<file path="src/rtl/mem_port_arbiter.sv">
// Round-robin arbiter sharing one single-port memory between instruction fetch
// and the load/store path, with command latching and a per-access timeout.
module mem_port_arbiter #(
  parameter int ADDR_W  = 32,
  parameter int DATA_W  = 32,
  parameter int TIMEOUT = 16
) (
  input  logic                  clk,
  input  logic                  rst,

  // Fetch requester
  input  logic                  i_if_req,
  input  logic [ADDR_W-1:0]     i_if_addr,
  output logic                  o_if_ack,
  output logic [DATA_W-1:0]     o_if_rdata,

  // Load/store requester
  input  logic                  i_ls_req,
  input  logic                  i_ls_we,
  input  logic [ADDR_W-1:0]     i_ls_addr,
  input  logic [DATA_W-1:0]     i_ls_wdata,
  input  logic [DATA_W/8-1:0]   i_ls_be,
  output logic                  o_ls_ack,
  output logic [DATA_W-1:0]     o_ls_rdata,

  // Status
  output logic                  o_bus_err,
  output logic                  o_stall,

  // Memory side
  output logic                  o_mem_req,
  output logic                  o_mem_we,
  output logic [ADDR_W-1:0]     o_mem_addr,
  output logic [DATA_W-1:0]     o_mem_wdata,
  output logic [DATA_W/8-1:0]   o_mem_be,
  input  logic                  i_mem_ready,
  input  logic [DATA_W-1:0]     i_mem_rdata,

  // Debug view of the FSM state
  output logic [1:0]            o_dbg_state
);

  // Handshakes: a requester raises req and holds it with a stable payload until
  // its ack pulse; the memory command is valid while mem_req is high and is
  // consumed on the edge where mem_ready is sampled high.

  localparam int BE_W  = DATA_W / 8;
  localparam int CNT_W = $clog2(TIMEOUT + 1);
  localparam logic [CNT_W-1:0] TMO_LAST = CNT_W'(TIMEOUT - 1);

  typedef enum logic [1:0] {
    ST_IDLE    = 2'd0,
    ST_BUSY_IF = 2'd1,
    ST_BUSY_LS = 2'd2
  } state_t;

  state_t             r_state;
  state_t             w_state_nxt;

  logic               r_last_ls;
  logic [CNT_W-1:0]   r_cnt;
  logic               r_if_ack;
  logic               r_ls_ack;
  logic               r_bus_err;
  logic [DATA_W-1:0]  r_if_rdata;
  logic [DATA_W-1:0]  r_ls_rdata;
  logic               r_mem_we;
  logic [ADDR_W-1:0]  r_mem_addr;
  logic [DATA_W-1:0]  r_mem_wdata;
  logic [BE_W-1:0]    r_mem_be;

  logic               w_if_elig;
  logic               w_ls_elig;
  logic               w_grant_if;
  logic               w_grant_ls;
  logic               w_busy;
  logic               w_busy_if;
  logic               w_busy_ls;
  logic               w_done;
  logic               w_tmo;

  // A requester whose ack is on the bus this cycle is still holding req from
  // the finished access, so it must not be granted again.
  assign w_if_elig = i_if_req & ~r_if_ack;
  assign w_ls_elig = i_ls_req & ~r_ls_ack;

  assign w_done = w_busy & i_mem_ready;
  assign w_tmo  = w_busy & ~i_mem_ready & (r_cnt == TMO_LAST);

  // ---------------------------------------------------------------------------
  // FSM: state register
  // ---------------------------------------------------------------------------
  always_ff @(posedge clk) begin
    if (rst) begin
      r_state <= ST_IDLE;
    end else begin
      r_state <= w_state_nxt;
    end
  end

  // ---------------------------------------------------------------------------
  // FSM: next-state logic
  // ---------------------------------------------------------------------------
  always_comb begin
    w_state_nxt = r_state;
    case (r_state)
      ST_IDLE: begin
        if (w_grant_ls) begin
          w_state_nxt = ST_BUSY_LS;
        end else if (w_grant_if) begin
          w_state_nxt = ST_BUSY_IF;
        end
      end
      ST_BUSY_IF, ST_BUSY_LS: begin
        if (w_done || w_tmo) begin
          w_state_nxt = ST_IDLE;
        end
      end
      default: w_state_nxt = ST_IDLE;
    endcase
  end

  // ---------------------------------------------------------------------------
  // FSM: output decode
  // ---------------------------------------------------------------------------
  always_comb begin
    w_grant_if = 1'b0;
    w_grant_ls = 1'b0;
    w_busy_if  = 1'b0;
    w_busy_ls  = 1'b0;
    case (r_state)
      ST_IDLE: begin
        // On a tie the requester that did not win last time is served.
        w_grant_ls = w_ls_elig & (~w_if_elig | ~r_last_ls);
        w_grant_if = w_if_elig & (~w_ls_elig |  r_last_ls);
      end
      ST_BUSY_IF: w_busy_if = 1'b1;
      ST_BUSY_LS: w_busy_ls = 1'b1;
      default: begin
        w_grant_if = 1'b0;
        w_grant_ls = 1'b0;
      end
    endcase
    w_busy    = w_busy_if | w_busy_ls;
    o_mem_req = w_busy;
  end

  // ---------------------------------------------------------------------------
  // Command latch, round-robin pointer and timeout counter
  // ---------------------------------------------------------------------------
  always_ff @(posedge clk) begin
    if (rst) begin
      r_last_ls   <= 1'b0;
      r_cnt       <= '0;
      r_mem_we    <= 1'b0;
      r_mem_addr  <= '0;
      r_mem_wdata <= '0;
      r_mem_be    <= '0;
    end else begin
      if (w_grant_ls) begin
        r_last_ls   <= 1'b1;
        r_cnt       <= '0;
        r_mem_we    <= i_ls_we;
        r_mem_addr  <= i_ls_addr;
        r_mem_wdata <= i_ls_wdata;
        r_mem_be    <= i_ls_be;
      end else if (w_grant_if) begin
        r_last_ls   <= 1'b0;
        r_cnt       <= '0;
        r_mem_we    <= 1'b0;
        r_mem_addr  <= i_if_addr;
        r_mem_wdata <= '0;
        r_mem_be    <= '1;
      end else if (w_busy && !i_mem_ready && !w_tmo) begin
        r_cnt <= r_cnt + CNT_W'(1);
      end
    end
  end

  // ---------------------------------------------------------------------------
  // Response path: ack pulses, bus error and read data registers
  // ---------------------------------------------------------------------------
  always_ff @(posedge clk) begin
    if (rst) begin
      r_if_ack   <= 1'b0;
      r_ls_ack   <= 1'b0;
      r_bus_err  <= 1'b0;
      r_if_rdata <= '0;
      r_ls_rdata <= '0;
    end else begin
      r_if_ack  <= w_busy_if & (w_done | w_tmo);
      r_ls_ack  <= w_busy_ls & (w_done | w_tmo);
      r_bus_err <= w_tmo;

      if (w_busy_if && w_done) begin
        r_if_rdata <= i_mem_rdata;
      end else if (w_busy_if && w_tmo) begin
        r_if_rdata <= '0;
      end

      // A completed store leaves the load data register untouched.
      if (w_busy_ls && w_done && !r_mem_we) begin
        r_ls_rdata <= i_mem_rdata;
      end else if (w_busy_ls && w_tmo) begin
        r_ls_rdata <= '0;
      end
    end
  end

  assign o_if_ack    = r_if_ack;
  assign o_ls_ack    = r_ls_ack;
  assign o_bus_err   = r_bus_err;
  assign o_if_rdata  = r_if_rdata;
  assign o_ls_rdata  = r_ls_rdata;
  assign o_mem_we    = r_mem_we;
  assign o_mem_addr  = r_mem_addr;
  assign o_mem_wdata = r_mem_wdata;
  assign o_mem_be    = r_mem_be;
  assign o_dbg_state = r_state;

  assign o_stall = (i_if_req & ~r_if_ack) | (i_ls_req & ~r_ls_ack);

endmodule
</file>
<file path="config.mk">
export PLATFORM = sky130hd
export DESIGN_NAME = mem_port_arbiter
export DESIGN_NICKNAME = d
export VERILOG_FILES = /design/src/rtl/mem_port_arbiter.sv
export SDC_FILE = /design/constraint.sdc
export NUM_CORES = 1
export LEC_CHECK = 0
export BUFFER_PORTS_ARGS = -buffer_cell sky130_fd_sc_hd__clkbuf_2
export CAP_MARGIN = 20
export CORE_ASPECT_RATIO = 1.5
export CORE_MARGIN = 1.5
export CORE_UTILIZATION = 44
export CTS_CLUSTER_SIZE = 40
export DETAILED_ROUTE_END_ITERATION = 6
export PLACE_DENSITY = 0.88
export REMOVE_ABC_BUFFERS = 1
export SYNTH_ARGS = -nofsm -noshare
export SYNTH_HDL_FRONTEND = slang
export SYNTH_SLANG_ARGS = --single-unit
</file>
<file path="constraint.sdc">
create_clock -name clk -period 2.5 [get_ports clk]
set_clock_uncertainty 0.15 [all_clocks]
set_input_delay 0.125 -clock clk [delete_from_list [all_inputs] [get_ports clk]]
set_output_delay 0.125 -clock clk [all_outputs]
set_load 0.01 [all_outputs]
</file>
# Yosys cells after proc, flatten, opt, wreduce, memory -nomap -nowiden
# Cells that the tools add are included.
# classes
add_sub_neg,1
n_eq_ne,5
muxes,21
bitwise,20
reduce_logical,18
# ops
operator,count
2-to-1 mux 32 bit,8
bitwise AND 1 bit,9
2-to-1 mux 4 bit,2
logical AND 1 bit,7
2-to-1 mux 1 bit,7
2-to-1 mux 2 bit,3
NOT 1 bit,6
nonzero test 2 bit,3
"adder 5 x 1 -> 5 bit, second input constant",1
"== test 5 x 4 -> 1 bit, second input constant",1
OR 1 bit,5
case mux 2 bit (2 select lines),1
logical NOT 1 bit,3
"!= test 3 bit, second input constant",1
OR reduction 3 bit,1
"== test 2 x 1 -> 1 bit, second input constant",1
"== test 2 bit, second input constant",1
logical NOT 2 bit,1
"!= test 2 bit, second input constant",1
AND reduction 2 bit,1
OR reduction 2 bit,1
logical OR 1 bit,1
# totals
ff_bits,144
wordCells,77

# Depth between registers and ports, before layout
# depth
depth_word,9
ltp_mapped,9
depth_no_buf,7

# Worst setup path before layout
# Ideal clock, no wire load.
# synth_path
path_type,register -> register
start,reg r_cnt[0]
end,reg r_ls_rdata[11] (netlist: o_ls_rdata[11])
setup_ps,65
t_arrival_ps,1803
required_ps,2285
path_slack_ps,482
stages_incl_launch_ff,9
n_path_buf,1
period_less_slack_ps,2018
cell_sequence,dfxtp_1 > ha_1 > and3_1 > ha_1 > nor2b_1 > o211ai_1 > clkbuf_1 > a22oi_1 > nor2_1
# synth_between
elab_chain_len,4
# synth_lines
element,line_no,rtl
"start, declared",61,logic [CNT_W-1:0] r_cnt;
"start signal, assigned",175,r_cnt <= r_cnt + CNT_W'(1);
== test 5 x 4 -> 1 bit,88,assign w_tmo = w_busy & ~i_mem_ready & (r_cnt == TMO_LAST);
bitwise AND 1 bit,88,
logical AND 1 bit,204,end else if (w_busy_ls && w_tmo) begin
nonzero test 2 bit (no line),--,
"end signal, assigned",203,r_ls_rdata <= i_mem_rdata;
"end, declared",66,logic [DATA_W-1:0] r_ls_rdata;
# Every way passes these cells.
# A chain may end at the register's enable or synchronous reset.

# Worst setup path after layout
# layout_path
start,reg r_cnt[0]
end,reg r_ls_rdata[28] (netlist: o_ls_rdata[28])
# Same word-level chain as after synthesis.

==> results.sh <==
export IMPL_drv_slew=0
export IMPL_synth_area_sq_um=5130
export IMPL_cp_arrival_ns=2.39
export IMPL_drtPass1Iterations=5
export IMPL_end_kind="flip-flop"
export IMPL_die_h_um=135
export IMPL_synth_top_area_share_pct=56.2
export IMPL_drt_initial_drc_count=236
export IMPL_syn2layout_area_growth_pct=65.6
export IMPL_ir_worst_vdd_v=0.000480
export IMPL_fillers=723
export IMPL_clk_path_buf_depth=2
export IMPL_grt_usage_pct=28.7
export IMPL_period_needed_ns=2.23
export IMPL_routabilityCongestion=0.778
export IMPL_syn_inst=472
export IMPL_grt_max_degree=67
export IMPL_io_pins=278
export IMPL_outcome="complete, no violations"
export IMPL_crit_type="reg2reg"
export IMPL_yosysWarnings=0
export IMPL_fin_hold_ws_ns=0.0167
export IMPL_antenna_found_initial=0
export IMPL_p_per_area_nw_per_um2=709
export IMPL_overflow=0
export IMPL_grt_pass1_vias=5585
export IMPL_route_detailed_drc=0
export IMPL_dp_hpwl_mm=9.80
export IMPL_core_rowCount=48
export IMPL_clk_pin_slew_ns=0.06
export IMPL_synth_area_leaders="dfxtp_1 56%, a22oi_1 9.4%, mux2i_1 6.4%, a22o_1 5.6%, nor2_1 5.5%"
export IMPL_min_path_cells=3
export IMPL_dp_cells=868
export IMPL_routed_wl_mm=18.3
export IMPL_fin_crit_sh_pct=89.2
export IMPL_hold_start="i_mem_ready"
export IMPL_cts_sinks=144
export IMPL_nNetsFinal=1015
export IMPL_r2r_slack_ns=0.27
export IMPL_place_area_sq_um=6580
export IMPL_fin_tns_setup_ns=0
export IMPL_antenna_cells=0
export IMPL_startpoint="r_cnt[0]"
export IMPL_synth_seq_area_share_pct=56.2
export IMPL_cts_tree="yes"
export IMPL_cts_buffers=17
export IMPL_routedWlPerCell_um=17.7
export IMPL_synth_seq_cells=144
export IMPL_port_buffers=277
export IMPL_max_freq_ghz=0.449
export IMPL_worstPathMaxFanout=32
export IMPL_vias_per_cell=5.32
export IMPL_maxCapViolations=0
export IMPL_async_flop_share_pct=0
export IMPL_max_slew_margin_rel_pct=56.8
export IMPL_clock_root_buffer="clkbuf_16"
export IMPL_drive_above_1_share_pct=36.4
export IMPL_fin_cells=1034
export IMPL_coreArea_sq_um=11400
export IMPL_cp_start_kind="flip-flop"
export IMPL_stdcell_area_sq_um=8490
export IMPL_start_util_pct=44.9
export IMPL_p_leak_nw=4.02
export IMPL_die_w_um=91.2
export IMPL_htree_levels=4
export IMPL_antenna_violating_nets_post_route=0
export IMPL_rsz0062_at_grt="no"
export IMPL_r2r_start="r_cnt[0]"
export IMPL_via_count=5505
export IMPL_grt_pass1_wl_mm=28.1
export IMPL_avgSynthCellArea_sq_um=10.9
export IMPL_insertion_delay_ns=0.40
export IMPL_timing_rr_end="o_ls_rdata[28]"
export IMPL_min_path_type="in2reg"
export IMPL_cts_resized=0
export IMPL_synth_edf_count=0
export IMPL_synth_top_cell_by_area="dfxtp_1"
export IMPL_r2r_cells=8
export IMPL_worst_slew_pin_slew_ns=0.649
export IMPL_ys_types=37
export IMPL_cp_data_required_time_ns=2.66
export IMPL_setup_worst_path_end="o_ls_rdata[28]"
export IMPL_ys_dominant_reg_cell="dfxtp_1"
export IMPL_fp_dieArea_sq_um=12300
export IMPL_hold_viol_final=0
export IMPL_setup_viol=0
## worst max-delay path, cell delays in order (launching register included)
cell and delay (ns):
dfxtp_1 0.33, ha_1 0.22, and3_1 0.18, ha_1 0.22, nor2b_1 0.16, o211ai_1 0.15, buf_4 0.35, a22oi_1 0.16
nor2_1 0.20
## sequential cells by signal (all words and copies together), names as in the netlist
register and flops:
o_bus_err 1, o_dbg_state 2, o_if_ack 1, o_if_rdata 32
o_ls_ack 1, o_ls_rdata 32, o_mem_addr 32, o_mem_be 4
o_mem_wdata 32, o_mem_we 1, r_cnt 5, r_last_ls 1
## cells in the mapped netlist (all sizes together), types with 2 or more instances
library cell	n
dfxtp	144
nor2	76
a22oi	64
a22o	33
mux2i	33
o2bb2ai	32
buf	22
clkbuf	18
a21oi	5
ha	5
inv	5
nor3	5
a21o	4
and2	3
nand2	3
and3	2
nand2b	2
nor2b	2
nor3b	2
xor2	2
## cells in the final DEF, fill, tap and decap left out, types with 2 or more instances in the layout
cell,count
buf_4,8
a22o_1,33
dfxtp_1,144
inv_1,4
nor2b_1,2
clkbuf_16,17
nor2_1,75
mux2i_1,33
clkinv_2,2
clkinvlp_4,4
a22oi_1,64
and3_1,2
ha_1,5
clkbuf_2,277
xor2_1,2
and2_1,3
a21oi_1,4
clkbuf_8,2
inv_6,3
nor3_1,5
nand2_1,2
o2bb2ai_1,32
dlygate4sd3_1,135
a21o_1,4
nand2b_1,2
## what timing repair did
item	CTS	global route
endpoints found under the hold margin	134	0
hold buffers	135	0
setup buffers	0	0
## cells by family (layout without fill, tap and decap cells)
group	after synthesis	after routing	share of synthesized area, %
muxes	33	33	6.44
DFF	144	144	56.2
buffers and inverters	45	457	4.56
xor gates and xnor gates	3	3	0.512
and+or+nand+nor	98	98	8.56
adders and majority gates	5	5	1.22
AOI/OAI and AO/OA	144	144	22.5
## where the power goes
| group | total (mW) | internal (mW) | switching, mW |
|---|---|---|---|
| sequential | 2.56 | 2.46 | 0.103 |
| clock | 2.39 | 1.42 | 0.964 |
| combinational | 1.07 | 0.522 | 0.548 |
| total | 6.02 | 4.41 | 1.62 |
## metrics by stage
step / utilization (%) / total power, mW / setup slack [ns]
6_report: 74.4 / 6.02 / 0.271
5_1_grt: 74.4 / 6.24 / 0.144
4_1_cts: 74.4 / 6.01 / 0.382
3_5_place_dp: 57.7 / 3.45 / 0.404
3_3_place_gp: 57.7 / 3.43 / 0.478
2_1_floorplan: - / 3.04 / -1.23
## metal layers
layer	share of wire, %	global-route usage (%)	vias to the layer above
li1	-	-	2531
met3	6.9	7.80	56
met1	37	30.3	2613
met4	3.2	12.8	0
met5	0	0	-
met2	52	52.7	305
## worst min-delay path by stage
stage,slack (ns),to
3_5_place_dp,0.20,o_mem_wdata[9]
5_1_grt,0.02,o_bus_err
6_report,0.02,o_bus_err
2_1_floorplan,0.05,o_dbg_state[0]
3_3_place_gp,0.19,o_mem_wdata[18]
4_1_cts,0.01,o_bus_err
## final cells by class
type	count	area, sq um	area share (%)
sequential	144	2880	33.9
timing repair buffer	421	2820	33.2
multi-input combinational	283	2020	23.8
clock buffer	20	457	5.38
tap	150	188	2.21
clock inverter	11	105	1.24
inverter	5	18.8	0.221
(Power assumes the default switching activity.)
